[config.mk]
export PLATFORM = sky130hd
export DESIGN_NAME = timer_controller
export DESIGN_NICKNAME = d
export VERILOG_FILES = /design/src/rtl/timer_pkg.sv /design/src/rtl/timer_controller_tick_gen.sv /design/src/rtl/timer_controller.sv
export SDC_FILE = /design/constraint.sdc
export NUM_CORES = 1
export LEC_CHECK = 0
export CORE_MARGIN = 2
export CORE_UTILIZATION = 35
export CTS_CLUSTER_SIZE = 20
export DETAILED_ROUTE_END_ITERATION = 8
export GPL_ROUTABILITY_DRIVEN = 0
export HOLD_SLACK_MARGIN = 0.15
export SKIP_LAST_GASP = 1
export SLEW_MARGIN = 20
export SYNTH_ARGS = -nofsm -noshare
export SYNTH_HDL_FRONTEND = slang
export SYNTH_SLANG_ARGS = --single-unit
[constraint.sdc]
create_clock -name clock -period 3.5 [get_ports clock]
set_clock_uncertainty 0.15 [all_clocks]
set_input_delay 0.7 -clock clock [delete_from_list [all_inputs] [get_ports clock]]
set_output_delay 0.7 -clock clock [all_outputs]
set_load 0.02 [all_outputs]
[src/rtl/timer_pkg.sv]
// Shared types and constants for the elapsed-time controller.
// Optional feature macro: TIMER_PAUSE_EN (adds the PAUSE state).
package timer_pkg;

  localparam int TIME_W = 8;
  localparam logic [TIME_W-1:0] SEC_MAX = 8'd59;

`ifdef TIMER_PAUSE_EN
  typedef enum logic [1:0] {
    IDLE  = 2'd0,
    RUN   = 2'd1,
    PAUSE = 2'd2,
    DONE  = 2'd3
  } timer_state_t;
`else
  typedef enum logic [1:0] {
    IDLE = 2'd0,
    RUN  = 2'd1,
    DONE = 2'd3
  } timer_state_t;
`endif

endpackage

[src/rtl/timer_controller_tick_gen.sv]
// One-second prescaler: emits a single-cycle tick every TICK_DIV enabled clocks.
// Holds its phase while disabled so a resumed run keeps the partial second.
module tick_gen #(
  parameter int TICK_DIV = 50000000
) (
  input  logic clock,
  input  logic reset,
  input  logic clr,
  input  logic en,
  output logic tick
);

  localparam int CW = (TICK_DIV > 1) ? $clog2(TICK_DIV) : 1;
  localparam logic [CW-1:0] LAST = CW'(TICK_DIV - 1);

  logic [CW-1:0] cnt;

  assign tick = en && (cnt == LAST);

  // Phase counter: clear wins, otherwise advance and wrap while enabled.
  always_ff @(posedge clock or posedge reset) begin
    if (reset)      cnt <= '0;
    else if (clr)   cnt <= '0;
    else if (en)    cnt <= tick ? '0 : cnt + 1'b1;
  end

endmodule

[src/rtl/timer_controller.sv]
// Elapsed-time controller: counts mm:ss upward from 00:00 to LIMIT_MIN:59.
// Count-down presentation is left to the display encoder via ModeSel.
// Optional feature macro: TIMER_PAUSE_EN (StartStop toggles RUN/PAUSE).
module timer_controller
  import timer_pkg::*;
#(
  parameter int TICK_DIV  = 50000000,
  parameter int LIMIT_MIN = 1
) (
  input  logic              clock,
  input  logic              reset,
  input  logic              StartStop,
  input  logic              Clear,
  input  logic              ModeIn,
  output logic [TIME_W-1:0] LSBBinary,
  output logic [TIME_W-1:0] MSBBinary,
  output logic              ModeSel,
  output logic              disp_end,
  output logic              Running
);

  localparam logic [TIME_W-1:0] LIMIT_V = TIME_W'(LIMIT_MIN);

  timer_state_t      state;
  logic              tick;
  logic [TIME_W-1:0] sec_inc, min_inc;
  logic              at_term;

  // Prescaler is parked at zero while idle so every start begins a full second.
  tick_gen #(.TICK_DIV(TICK_DIV)) u_tick (
    .clock (clock),
    .reset (reset),
    .clr   (Clear || (state == IDLE)),
    .en    (state == RUN),
    .tick  (tick)
  );

  // Next mm:ss value and whether it lands on the terminal time.
  always_comb begin
    sec_inc = (LSBBinary == SEC_MAX) ? '0 : LSBBinary + 1'b1;
    min_inc = (LSBBinary == SEC_MAX) ? MSBBinary + 1'b1 : MSBBinary;
    at_term = (min_inc == LIMIT_V) && (sec_inc == SEC_MAX);
  end

  // Control FSM with registered outputs; Clear overrides every other event.
  always_ff @(posedge clock or posedge reset) begin
    if (reset) begin
      state     <= IDLE;
      LSBBinary <= '0;
      MSBBinary <= '0;
      ModeSel   <= 1'b0;
      disp_end  <= 1'b0;
      Running   <= 1'b0;
    end else if (Clear) begin
      state     <= IDLE;
      LSBBinary <= '0;
      MSBBinary <= '0;
      disp_end  <= 1'b0;
      Running   <= 1'b0;
    end else begin
      case (state)
        IDLE: if (StartStop) begin
          state   <= RUN;
          ModeSel <= ModeIn;
          Running <= 1'b1;
        end
        RUN: begin
          if (tick) begin
            LSBBinary <= sec_inc;
            MSBBinary <= min_inc;
          end
          if (tick && at_term) begin
            state    <= DONE;
            disp_end <= 1'b1;
            Running  <= 1'b0;
          end
`ifdef TIMER_PAUSE_EN
          else if (StartStop) begin
            state   <= PAUSE;
            Running <= 1'b0;
          end
`endif
        end
`ifdef TIMER_PAUSE_EN
        PAUSE: if (StartStop) begin
          state   <= RUN;
          Running <= 1'b1;
        end
`endif
        DONE: ;
        default: state <= IDLE;
      endcase
    end
  end

endmodule

==> impl_metrics.yaml, run 1 <==
die:
  io_pins: 24
  fp.dieArea_sq_um: 8400
  core_sq_um: 7330
  die_x_um: 91.6
  initial_core_util: 0.367
  fp.dieH_um: 91.6
  rows: 31
yosys:
  ys_seq_area_frac: 0.438
  synth_largest_area_cell: "dfrtp_1"
  synthDistinctLibCells: 44
  synth_area_leaders: "dfrtp_1 (44%), or3_1 (5.6%), a21oi_1 (5.4%)"
  synthMuxAreaShare: 0.00791
  synthSimpleGateAreaFrac: 0.296
  syn_nets: 323
  synth_top_area_share: 0.438
  synth_area_sq_um: 2690
  yosysWarnings: 0
  synth_top_family_by_area: "simple AND/OR/NAND/NOR gates"
  synthFlopType: "dfrtp_1"
  synth_compound_gate_area_share: 0.186
  syn_area_per_cell_sq_um: 8.56
  synth_fa_ha_area_frac: 0.0186
  synthCells: 314
  synth_edf_count: 0
  async_reset_ff_frac: 1.00
  synth_xor_area_frac: 0.00652
  yosys_register_bits: 47
power_and_ir_drop:
  p_leak_uw: 0.00116
  ir_drop_v: 0.000205
  power.density_nw_per_um2: 306
final_layout:
  nNetsFinal: 345
  drive_above_1_share: 0.0772
  nFillCells: 733
  syn_to_final_growth_pct: 16.2
  insertedDiodeCount: 0
  final_area_sq_um: 3120
place:
  io_buffers: 23
  dp_hpwl_um: 4370
  place_ws_ns: 0.483
  post_dp_cell_area_sq_um: 3040
critical_path:
  r2r-end: "MSBBinary[7]"
  r2r_cells: 6
  cp_data_required_time_ns: 3.59
  rrSetupSlack_ns: 0.46
  cp-startpoint: "LSBBinary[0]"
  critical_path_class: "reg -> reg"
  cp_max_fo: 14
  critPathCaptureType: "flip-flop"
  crit_arrival_ns: 3.13
  critical_path.reg2reg.startpoint: "LSBBinary[0]"
  worst_setup_path_start_kind: "flip-flop"
detailed_routing:
  vias: 2476
  vias_per_cell: 5.68
  routed_wl_um: 6450
  ant_nets: 0
  drt_iter0_markers: 118
  dr.pass1.iters: 4
  wl_per_cell_um: 14.8
  drc: 0
sta:
  worst_slack_ns: 0.461
  tightestPinTransition_ns: 0.957
  rsz0062_at_grt: "no"
  setup_viol: 0
  finalCritPeriodShare: 0.868
  drv_slew: 0
  finalCriticalPeriod_ns: 3.04
  max_freq_mhz: 329
  fin_tns_setup_ns: 0
  hold_viol_final: 0
  relSlewSlack: 0.362
clock_tree:
  ctsHoldBuffers: 0
  postCtsSetupBuffers: 0
  clk_latency_ns: 0.31
  clk_pin_slew_ns: 0.10
  htree_levels: 2
  cts.sinks: 47
  numCtsBuffers: 5
  cts_resized: 0
  cts_tree: "built"
  clock_path_buffers: 2
  root_buffer: "clkbuf_8"
flow_run:
  drv_cap: 0
worst_hold_path:
  hold_path_depth: 1
  worstHoldStart: "u_tick.cnt[4]"
  hold_path.class: "reg -> reg"
  holdPathEnd: "u_tick.cnt[4]"
global_routing:
  grt_pass1_vias: 2232
  grt_pass1_wl_um: 11100
  antenna_found_initial: 0
  grt_overflow: 0
  grt_max_degree: 33
  grt.total_usage: 0.159
outcome:
  status: "finished clean"
state kept, by name (all words and copies together) (netlist names):
name        cells
MSBBinary       8
u_tick.cnt     26
Running         1
disp_end        1
ModeSel         1
LSBBinary       8
state           2
cell families (layout without fill, tap and decap cells):
kind of cell	Yosys count	in the layout
AO/OA/AOI/OAI	85	85
multiplexers	2	2
AND/OR/NAND/NOR	142	142
buffers and inverters	32	55
flip-flops	47	47
adder cells (fa/ha/maj)	4	4
XOR/XNOR	2	2
critical path, stage by stage (launching register included):
cell,delay [ns]
dfrtp_1,0.47
ha_1,0.36
or4b_2,0.64
nor2_1,0.14
or4b_4,0.57
or4_1,0.49
a21oi_1,0.15
routing by layer:
metal | vias to the layer above | track usage | part of all wire
met3 | 4 | 0.0271 | 0.032
li1 | 1204 | - | -
met1 | 1215 | 0.228 | 0.50
met4 | 0 | 0.0316 | 0.0051
met5 | - | 0 | 0
met2 | 53 | 0.256 | 0.47
through the flow:
stage	total power, uW	std cells	util	hold slack [ns]
2_1_floorplan	597	314	-	0.339
3_3_place_gp	622	428	0.414	0.339
3_5_place_dp	623	428	0.414	0.370
4_1_cts	967	436	0.426	0.383
5_1_grt	994	436	0.426	0.412
6_report	955	436	0.426	0.381
layout make-up:
class	instances	area, sq um	area share
multi-input cells	235	1390	0.445
flip-flops and latches	47	1180	0.376
repair buffers	30	283	0.0905
well taps	99	124	0.0396
clock buffers	5	68.8	0.0220
inverters	17	63.8	0.0204
clock inverters	3	20.0	0.00641
Yosys cell counts, types with 2 or more instances:
library cell   n
o21ai_0       28
o211ai_1       5
or3_1         24
nand2_1       23
o31ai_1        2
a21o_1         3
ha_1           4
nand4_1        7
or2_2          3
or4_1          9
nor2_1        17
nor4b_1        3
clkbuf_1      12
a21oi_1       29
nor3b_1        2
nor2b_1        2
nor3_1         7
and2_1         2
a31oi_1        7
inv_1         17
dfrtp_1       47
and3_1         5
a211oi_1       2
nand2b_1       3
a22o_1         4
nand3_1       28
buf_4          2
how the worst max path moves through the flow:
stage	cells past startpoint	to	slack (ns)
2_1_floorplan	7	MSBBinary[7]	0.52
3_3_place_gp	6	MSBBinary[7]	0.56
3_5_place_dp	6	MSBBinary[7]	0.48
4_1_cts	6	MSBBinary[7]	0.46
5_1_grt	6	MSBBinary[7]	0.31
6_report	6	MSBBinary[7]	0.46
report_power, final:
group          switching (uW)  total (uW)  leakage (uW)  internal [uW]
logic                    36.5        58.0      0.000467           21.5
registers                4.73         552      0.000651            548
clock network             205         344     0.0000402            140
total                     246         955       0.00116            709
cells in the final DEF (no fill, tap or decap), types with 3 or more instances in the layout:
cell and count:
nand3_1 28, nand2b_1 3, nand2_1 23, clkdlybuf4s50_1 23
ha_1 4, a31oi_1 7, buf_4 7, nor2_1 17
nand4_1 7, a21o_1 3, a21oi_1 29, or2_2 3
nor3_1 7, dfrtp_1 47, a22o_1 4, clkbuf_8 5
o211ai_1 5, nor4b_1 3, and3_1 5, inv_1 16
or4_1 9, or3_1 24, o21ai_0 28
Power figures use the tool's default switching activity.
==> inputs of run 2 (changes only) <==
--- a/config.mk
+++ b/config.mk
@@ -6,11 +6,13 @@
 export NUM_CORES = 1
 export LEC_CHECK = 0
 export CORE_MARGIN = 2
-export CORE_UTILIZATION = 35
+export CORE_UTILIZATION = 54
 export CTS_CLUSTER_SIZE = 20
 export DETAILED_ROUTE_END_ITERATION = 8
 export GPL_ROUTABILITY_DRIVEN = 0
 export HOLD_SLACK_MARGIN = 0.15
+export PLACE_DENSITY = 0.75
+export SKIP_CTS_REPAIR_TIMING = 1
 export SKIP_LAST_GASP = 1
 export SLEW_MARGIN = 20
 export SYNTH_ARGS = -nofsm -noshare
==> impl_metrics.yaml, run 2 (synthesis gave the netlist of run 1 again) <==
outcome:
  status: "finished clean"
global_routing:
  grt_max_degree: 48
  grt_pass1_wl_um: 9920
  grt_pass1_vias: 2176
  grt.total_usage: 0.229
  antenna_found_initial: 0
  grt_overflow: 0
flow_run:
  drv_cap: 0
final_layout:
  reg_top3: "u_tick.cnt: 26 flops, LSBBinary: 8 flops, MSBBinary: 8 flops"
  most-common-layout-cells: "dfrtp_1 (47), a21oi_1 (29), nand3_1 (28), o21ai_0 (28), or3_1 (24)"
  instances_no_fill: 402
  largest_reg_flops: 26
  drive_above_1_share: 0.0687
  nNetsFinal: 343
  syn_to_final_growth_pct: 15.8
  largest_register: "u_tick.cnt"
  final_common_cell: "dfrtp_1"
  insertedDiodeCount: 0
sta:
  drv_slew: 0
  max_freq_mhz: 310
  relSlewSlack: 0.381
  finalCritPeriodShare: 0.922
  hold_viol_final: 0
  tightestPinTransition_ns: 0.928
  setup_viol: 0
  finalCriticalPeriod_ns: 3.23
  fin_tns_setup_ns: 0
  rsz0062_at_grt: "no"
critical_path:
  crit_arrival_ns: 3.31
  critPathCaptureType: "flip-flop"
  cp_max_fo: 14
  critical_path_class: "reg -> reg"
  cp_data_required_time_ns: 3.58
  worst_setup_path_start_kind: "flip-flop"
  r2r_cells: 6
detailed_routing:
  vias_per_cell: 5.98
  routed_wl_um: 5860
  wl_per_cell_um: 14.6
  drt_iter0_markers: 180
  ant_nets: 0
  vias: 2403
  dr.pass1.iters: 4
  drc: 0
power_and_ir_drop:
  switching_share: 0.207
  ir_drop_v: 0.000266
  p_comb_frac: 0.052
  internal_power_uw: 853
  power.density_nw_per_um2: 346
  power_frac_clock: 0.436
  p_leak_uw: 0.00117
  p_seq_frac: 0.513
  p_sw_uw: 223
die:
  io_pins: 24
  fp.dieH_um: 74.5
  rows: 25
  core_sq_um: 4750
  initial_core_util: 0.565
  die_x_um: 74.5
  fp.dieArea_sq_um: 5560
clock_tree:
  clk_pin_slew_ns: 0.09
  clock_path_buffers: 2
  htree_levels: 2
  cts_tree: "built"
  clk_latency_ns: 0.30
  numCtsBuffers: 5
  cts.sinks: 47
  root_buffer: "clkbuf_8"
place:
  placedCellCount: 394
  io_buffers: 23
  dp_hpwl_um: 3940
worst_hold_path:
  hold_path.class: "reg -> reg"
  hold_path_depth: 1
## run 2: cell count changes in the layout (fill, tap and decap cells not counted)
cell / delta
buf_4: -2
bufinv_16: +2
clkinv_2: -1
clkinvlp_4: -1
o31ai_1: +1
o31ai_2: -1
## run 2: power groups by stage
stage	registers [uW]	logic [uW]	clock network [uW]
finish	552	55.7	469
global route	553	63.3	504
CTS	552	56.5	482
detailed placement	563	56.5	0
global placement	563	55.8	0
floorplan	566	31.2	0
## run 2: stage by stage
stage / instance area (sq um) / setup slack, ns / total power (uW) / hold slack (ns) / utilization
final: 3110 / 0.272 / 1080 / 0.366 / 0.654
after global routing: 3110 / 0.0963 / 1120 / 0.399 / 0.654
after CTS: 3110 / 0.295 / 1090 / 0.373 / 0.654
after detailed placement: 2980 / 0.315 / 619 / 0.352 / 0.626
after global placement: 2980 / 0.403 / 618 / 0.340 / 0.626
after floorplan: 2690 / 0.520 / 597 / 0.339 / -
## run 2: critical path, stage by stage, from the launching register on
cell and delay [ns]:
dfrtp_1 0.47, ha_1 0.35, or4b_2 0.63, nor2_1 0.30
or4b_4 0.61, or4_1 0.50, a21oi_1 0.15
## run 2: area by class of cell
class / instances / area [sq um]
flip-flops and latches: 47 / 1180
clock buffers: 5 / 68.8
clock inverters: 3 / 67.6
well taps: 67 / 83.8
repair buffers: 28 / 268
fillers: 414 / 1640
inverters: 17 / 63.8
multi-input cells: 235 / 1380
## run 2: worst paths after layout
| path | start | to | slack (ns) |
|---|---|---|---|
| min in group asynchronous | reset | u_tick.cnt[19] | 0.72 |
| worst min-delay path | ModeSel | ModeSel | 0.37 |
| worst max register to register | LSBBinary[1] | MSBBinary[7] | 0.27 |
| max in group asynchronous | reset | state[0] | 2.09 |
| worst min register to register | ModeSel | ModeSel | 0.37 |
| worst max-delay path | LSBBinary[1] | MSBBinary[7] | 0.27 |
## run 2: routing by layer
| metal | vias up | track usage | part of all wire |
|---|---|---|---|
| li1 | 1189 | - | - |
| met1 | 1157 | 0.305 | 0.47 |
| met2 | 51 | 0.383 | 0.48 |
| met3 | 6 | 0.0407 | 0.039 |
| met4 | 0 | 0.0694 | 0.014 |
| met5 | - | 0 | 0 |
